### config.mk
export PLATFORM = sky130hd
export DESIGN_NAME = mac_job_sched
export DESIGN_NICKNAME = d
export VERILOG_FILES = /design/src/rtl/mac_pkg.sv /design/src/rtl/rr_arbiter.sv /design/src/rtl/mac_job_sched.sv
export SDC_FILE = /design/constraint.sdc
export NUM_CORES = 1
export LEC_CHECK = 0
export BUFFER_PORTS_ARGS = -buffer_cell sky130_fd_sc_hd__buf_2
export CAP_MARGIN = 20
export CORE_MARGIN = 2
export CORE_UTILIZATION = 50
export CTS_BUF_LIST = sky130_fd_sc_hd__clkbuf_16
export CTS_CLUSTER_SIZE = 20
export DETAILED_ROUTE_END_ITERATION = 7
export HOLD_SLACK_MARGIN = 0.05
export PLACE_DENSITY_LB_ADDON = 0.25
export SYNTH_ARGS = -nofsm -noshare
export SYNTH_HDL_FRONTEND = slang
export SYNTH_HIERARCHICAL = 1
export SYNTH_SLANG_ARGS = --single-unit
### constraint.sdc
create_clock -name clk -period 3.96 [get_ports clk]
set_clock_uncertainty 0.2 [all_clocks]
set_input_delay 0.198 -clock clk [delete_from_list [all_inputs] [get_ports clk]]
set_output_delay 0.198 -clock clk [all_outputs]
set_load 0.02 [all_outputs]
### src/rtl/mac_pkg.sv
// Shared definitions for the MAC job scheduler.
//   MAC_DATA_W    default word width of the mac_core data path
//   sched_state_e scheduler FSM states
//   idx_width()   width of a requester index for a given requester count
package mac_pkg;

    localparam int unsigned MAC_DATA_W = 16;

    typedef enum logic [2:0] {
        StIdle,
        StBaseRd,
        StBaseWait,
        StStream,
        StFinRd,
        StFinWait,
        StResp
    } sched_state_e;

    // Never returns 0 so a single-requester build still has a legal index port.
    function automatic int unsigned idx_width(input int unsigned n);
        return (n > 1) ? $clog2(n) : 1;
    endfunction

endpackage

### src/rtl/rr_arbiter.sv
// Combinational round-robin arbiter.
//   req        per-requester request level
//   ptr        index of the highest-priority requester this round
//   grant      one-hot grant (first requester at or after ptr, wrapping)
//   grant_idx  binary index of the granted requester
//   any_grant  high when some requester is granted
module rr_arbiter
    import mac_pkg::*;
#(
    parameter int unsigned NUM_REQ = 4,
    localparam int unsigned IDX_W = idx_width(NUM_REQ)
) (
    input  logic [NUM_REQ-1:0] req,
    input  logic [IDX_W-1:0]   ptr,
    output logic [NUM_REQ-1:0] grant,
    output logic [IDX_W-1:0]   grant_idx,
    output logic               any_grant
);

    int unsigned     cand;
    logic [IDX_W-1:0] cand_idx;

    always_comb begin
        grant     = '0;
        grant_idx = '0;
        any_grant = 1'b0;
        cand      = 0;
        cand_idx  = '0;
        // Walk the ring starting at ptr; the first requester found wins.
        for (int unsigned i = 0; i < NUM_REQ; i++) begin
            cand     = (32'(ptr) + i) % NUM_REQ;
            cand_idx = IDX_W'(cand);
            if (!any_grant && req[cand_idx]) begin
                any_grant = 1'b1;
                grant_idx = cand_idx;
                grant     = NUM_REQ'(1) << cand;
            end
        end
    end

endmodule

### src/rtl/mac_job_sched.sv
// Round-robin job scheduler sharing one mac_core among NUM_REQ requesters.
// Each job reads the accumulator as a baseline, streams the granted requester's
// words into the MAC, reads the final accumulator and returns final - baseline.
//   clk, reset_n        clock, asynchronous active-low reset
//   job_req/job_len     per-requester job request and packed job length
//   job_ack             one-hot, one-cycle grant pulse
//   in_valid/in_data    per-requester word stream; in_ready one-hot for the grantee
//   res_*               job result (valid/ready), sum mod 2^DATA_W and requester id
//   busy                high whenever a job is in progress
//   mac_*               mac_core port (chip_sel, wr_en, rd_en, data_in, data_out,
//                       output_ready)
module mac_job_sched
    import mac_pkg::*;
#(
    parameter int unsigned NUM_REQ = 4,
    parameter int unsigned LEN_W   = 8,
    parameter int unsigned DATA_W  = MAC_DATA_W,
    localparam int unsigned ID_W   = idx_width(NUM_REQ)
) (
    input  logic                        clk,
    input  logic                        reset_n,
    input  logic [NUM_REQ-1:0]          job_req,
    input  logic [NUM_REQ*LEN_W-1:0]    job_len,
    output logic [NUM_REQ-1:0]          job_ack,
    input  logic [NUM_REQ-1:0]          in_valid,
    input  logic [NUM_REQ*DATA_W-1:0]   in_data,
    output logic [NUM_REQ-1:0]          in_ready,
    output logic                        res_valid,
    output logic [DATA_W-1:0]           res_data,
    output logic [ID_W-1:0]             res_id,
    input  logic                        res_ready,
    output logic                        busy,
    output logic                        mac_chip_sel,
    output logic                        mac_wr_en,
    output logic                        mac_rd_en,
    output logic [DATA_W-1:0]           mac_data,
    input  logic [DATA_W-1:0]           mac_data_out,
    input  logic                        mac_output_ready
);

    sched_state_e      state_q, state_d;
    logic [ID_W-1:0]   ptr_q, ptr_d;
    logic [ID_W-1:0]   gnt_q, gnt_d;
    logic [LEN_W-1:0]  len_q, len_d;
    logic [DATA_W-1:0] base_q, base_d;
    logic [DATA_W-1:0] res_data_q, res_data_d;
    logic [ID_W-1:0]   res_id_q, res_id_d;
    logic              res_valid_q, res_valid_d;

    logic [NUM_REQ-1:0] arb_grant;
    logic [ID_W-1:0]    arb_idx;
    logic               arb_any;

    logic [LEN_W-1:0]   req_len;
    logic [DATA_W-1:0]  sel_data;
    logic               sel_valid;

    rr_arbiter #(
        .NUM_REQ (NUM_REQ)
    ) u_arb (
        .req       (job_req),
        .ptr       (ptr_q),
        .grant     (arb_grant),
        .grant_idx (arb_idx),
        .any_grant (arb_any)
    );

    // Length of the requester being granted now, data of the requester already granted.
    always_comb begin
        req_len  = '0;
        sel_data = '0;
        for (int unsigned i = 0; i < NUM_REQ; i++) begin
            if (arb_idx == ID_W'(i)) begin
                req_len = job_len[i*LEN_W +: LEN_W];
            end
            if (gnt_q == ID_W'(i)) begin
                sel_data = in_data[i*DATA_W +: DATA_W];
            end
        end
    end

    assign sel_valid = in_valid[gnt_q];

    always_comb begin
        state_d      = state_q;
        ptr_d        = ptr_q;
        gnt_d        = gnt_q;
        len_d        = len_q;
        base_d       = base_q;
        res_valid_d  = res_valid_q;
        res_data_d   = res_data_q;
        res_id_d     = res_id_q;
        job_ack      = '0;
        in_ready     = '0;
        mac_chip_sel = 1'b0;
        mac_wr_en    = 1'b0;
        mac_rd_en    = 1'b0;
        mac_data     = '0;

        unique case (state_q)
            StIdle: begin
                if (arb_any) begin
                    // The grant pulse is combinational; keep it quiet while in reset.
                    job_ack = reset_n ? arb_grant : '0;
                    gnt_d   = arb_idx;
                    len_d   = req_len;
                    ptr_d   = (arb_idx == ID_W'(NUM_REQ - 1)) ? '0 : arb_idx + 1'b1;
                    state_d = StBaseRd;
                end
            end
            StBaseRd: begin
                mac_chip_sel = 1'b1;
                mac_rd_en    = 1'b1;
                state_d      = StBaseWait;
            end
            StBaseWait: begin
                mac_chip_sel = 1'b1;
                if (mac_output_ready) begin
                    base_d  = mac_data_out;
                    state_d = (len_q == '0) ? StFinRd : StStream;
                end
            end
            StStream: begin
                mac_chip_sel    = 1'b1;
                in_ready[gnt_q] = 1'b1;
                mac_data        = sel_data;
                mac_wr_en       = sel_valid;
                if (sel_valid) begin
                    len_d = len_q - 1'b1;
                    if (len_q == LEN_W'(1)) begin
                        state_d = StFinRd;
                    end
                end
            end
            StFinRd: begin
                mac_chip_sel = 1'b1;
                mac_rd_en    = 1'b1;
                state_d      = StFinWait;
            end
            StFinWait: begin
                mac_chip_sel = 1'b1;
                if (mac_output_ready) begin
                    // Accumulator is never cleared, so the job sum is relative to the baseline.
                    res_data_d  = mac_data_out - base_q;
                    res_id_d    = gnt_q;
                    res_valid_d = 1'b1;
                    state_d     = StResp;
                end
            end
            StResp: begin
                if (res_ready) begin
                    res_valid_d = 1'b0;
                    state_d     = StIdle;
                end
            end
            default: state_d = StIdle;
        endcase
    end

    always_ff @(posedge clk or negedge reset_n) begin
        if (!reset_n) begin
            state_q     <= StIdle;
            ptr_q       <= '0;
            gnt_q       <= '0;
            len_q       <= '0;
            base_q      <= '0;
            res_valid_q <= 1'b0;
            res_data_q  <= '0;
            res_id_q    <= '0;
        end else begin
            state_q     <= state_d;
            ptr_q       <= ptr_d;
            gnt_q       <= gnt_d;
            len_q       <= len_d;
            base_q      <= base_d;
            res_valid_q <= res_valid_d;
            res_data_q  <= res_data_d;
            res_id_q    <= res_id_d;
        end
    end

    assign res_valid = res_valid_q;
    assign res_data  = res_data_q;
    assign res_id    = res_id_q;
    assign busy      = (state_q != StIdle);

endmodule

==> results.json <==
{
  "ctsRootBufferMaster": "clkbuf_16",
  "grt_max_degree": 55,
  "cts_buffer_depth": 2,
  "setup_tns_ps": 0,
  "critical_path_class": "flip-flop to flip-flop",
  "clock_sinks": 50,
  "irDropWorstVdd_v": 0.000376,
  "cts_tree": "done",
  "total_power_mw": 4.16,
  "worstPathRequired_ps": 3930,
  "cp-end-kind": "flip-flop",
  "nFillCells": 782,
  "synth_top_family_by_area": "compound AO/OA/AOI/OAI gates",
  "area_growth_pct": 28.4,
  "fin_crit_sh_pct": 88.7,
  "routed_via_density": 5.63,
  "worstMarginPinSlew_ps": 766,
  "status": "completed",
  "yosys.area_share.simple_pct": 20.9,
  "period_minus_slack_ps": 3510,
  "firstDrtPassIters": 6,
  "cts.clk_slew.worst_paths_ps": 60,
  "p_per_area_mw_per_mm2": 743,
  "max_slew_margin_pct": 48.7,
  "syn_inst": 505,
  "drt_iter0_drc": 301,
  "hold_class": "primary input to flip-flop",
  "die-area_sq_mm": 0.00948,
  "num_io_pins": 171,
  "syn_avg_cell_area_sq_um": 8.63,
  "synth_fa_ha_area_share_pct": 7.92,
  "antenna_found_initial": 0,
  "syn_nets": 656,
  "grt_pass1_wl_mm": 19.8,
  "cap_violations": 0,
  "yosys_warnings": 6,
  "grt_pass1_vias": 4382,
  "dpl.hpwl_mm": 8.88,
  "vias": 4402,
  "gp_congestion": 0.867,
  "port-buffer-count": 170,
  "overflow": 0,
  "cts_made_buffers": 5,
  "synth-seq-cells": 50,
  "setup_viol": 0,
  "grt_util_all_layers_pct": 24.6,
  "async_reset_ff_share_pct": 100,
  "final_layout_size_suffix_gt1_share_pct": 33.2,
  "yosysUniqueCellTypes": 66,
  "synth.cell_area_sq_mm": 0.00436,
  "seq_area_frac_synth_pct": 28.7,
  "clk_latency_ps": 290,
  "drc": 0,
  "fin_nets": 824,
  "mostFrequentLayoutCell": "buf_2",
  "synth_xor_area_share_pct": 2.21,
  "start_kind": "flip-flop",
  "p_leak_nw": 2.71,
  "core_sq_mm": 0.00859,
  "synth-main-ff-cell": "dfrtp_1",
  "wl_per_cell_um": 14.8,
  "die_w_um": 97.4,
  "critPathMaxFanout": 10,
  "start_util_pct": 50.7,
  "report.final.slew_viol_count": 0,
  "rsz0062_at_grt": "false",
  "max_freq_ghz": 0.285,
  "antenna_left": 0,
  "cts_setup_buffers": 0,
  "muxShareOfSynthArea_pct": 13.1,
  "synth_compound_area_share_pct": 21.5,
  "drt-total-wl_mm": 11.6,
  "fp-row-count": 34,
  "most-common-layout-cells": "170 x buf_2, 63 x nand2_1, 50 x dfrtp_1",
  "synth_edf_count": 0,
  "die_h_um": 97.4,
  "antenna_cells": 0,
  "arrival_ps": 3480,
  "htree_levels": 2,
  "hold_viol_final": 0
}
cell families (layout without fill, tap and decap cells):
group	Yosys count	in the layout
AO/OA/AOI/OAI	147	147
multiplexers	32	32
adder cells (fa/ha/maj)	27	27
flip-flops	50	50
buffers and inverters	59	228
AND/OR/NAND/NOR	179	179
XOR/XNOR	11	11
layer usage:
metal  GRT usage (%)  vias up  routed length, um
met5               0        -                  0
met4            5.88        0                177
met3            4.46       13                685
met2            44.9      129               5920
met1            30.0     2094               4830
li1                -     2166                  -
worst paths after layout:
check                           depth (start not counted)   startpoint          end  slack, ps
worst max-delay path                                   14     ptr_q[1]     len_q[7]        450
worst min-delay path                                    5  job_len[28]     len_q[4]         70
worst max register to register                         14     ptr_q[1]     len_q[7]        450
worst min register to register                          2  res_data[7]  res_data[7]        270
max in group asynchronous                               3      reset_n     len_q[1]       2750
min in group asynchronous                               3      reset_n    base_q[4]        360
synth_stat cells, types with 5 or more instances:
master	n	area share, %
o21a_1	7	1.2
and2_1	19	2.7
ha_1	26	7.5
mux2_2	9	2.3
a31oi_1	6	0.86
xnor2_1	5	1.0
nand3_1	8	0.92
nor2_1	30	2.6
a21o_1	5	0.86
o31ai_1	5	0.86
xor2_1	6	1.2
nand3b_1	7	1.2
a211oi_1	5	0.86
nand2b_1	5	0.72
a221oi_1	5	1.0
buf_2	9	1.0
and3_1	8	1.1
o21ai_1	7	0.80
dfrtp_1	50	29
nor2b_1	7	1.0
mux4_2	19	9.8
inv_1	25	2.2
clkbuf_1	20	1.7
nand2_1	63	5.4
a21oi_1	35	4.0
nor3_1	15	1.7
o21ai_0	41	4.7
where the power goes:
| group | switching, mW | total, mW | internal (mW) |
|---|---|---|---|
| registers | 0.214 | 0.969 | 0.756 |
| clock network | 0.198 | 0.436 | 0.238 |
| logic | 1.55 | 2.75 | 1.20 |
| total | 1.96 | 4.16 | 2.20 |
state kept, by name, indices dropped and copies added, names as in the netlist:
signal	count
base_q	16
res_data	16
len_q	8
state_q	3
gnt_q	2
ptr_q	2
res_id	2
res_valid	1
cell type report:
type	count	area [sq um]	share of cell area, %
inverter	26	97.6	1.74
timing repair buffer	194	1090	19.5
sequential	50	1250	22.4
tap	108	135	2.42
multi-input combinational	396	2870	51.3
clock buffer	5	125	2.24
clock inverter	3	22.5	0.403
stage by stage:
stage | hold WS [ps] | std cells | instance area [sq um] | setup WS, ps | utilization [%]
final | 70.6 | 782 | 5600 | 449 | 65.1
after global routing | 94.9 | 782 | 5600 | 7.43 | 65.1
after CTS | 61.7 | 781 | 5560 | 372 | 64.7
after detailed placement | 164 | 756 | 5240 | 392 | 61.0
after global placement | 157 | 756 | 5240 | 526 | 61.0
after floorplan | -298 | 505 | 4360 | 477 | -
repair_timing:
action | in CTS | in global routing
hold buffers | 17 | 0
setup endpoints to repair | 0 | 1
resized for setup | 0 | 2
endpoints found under the hold margin | 66 | 0
worst max-delay path, cell delays in order, from the launching register on:
cell and delay [ps]:
dfrtp_1 530, inv_2 110, ha_1 460, nand2b_1 90
a21oi_1 150, a211oi_1 60, nor3_1 360, inv_1 120
ha_1 290, nor2b_1 180, a221oi_1 250, nor3_1 80
a211oi_1 240, a31oi_1 70, o22a_1 190
(Power assumes the default switching activity.)
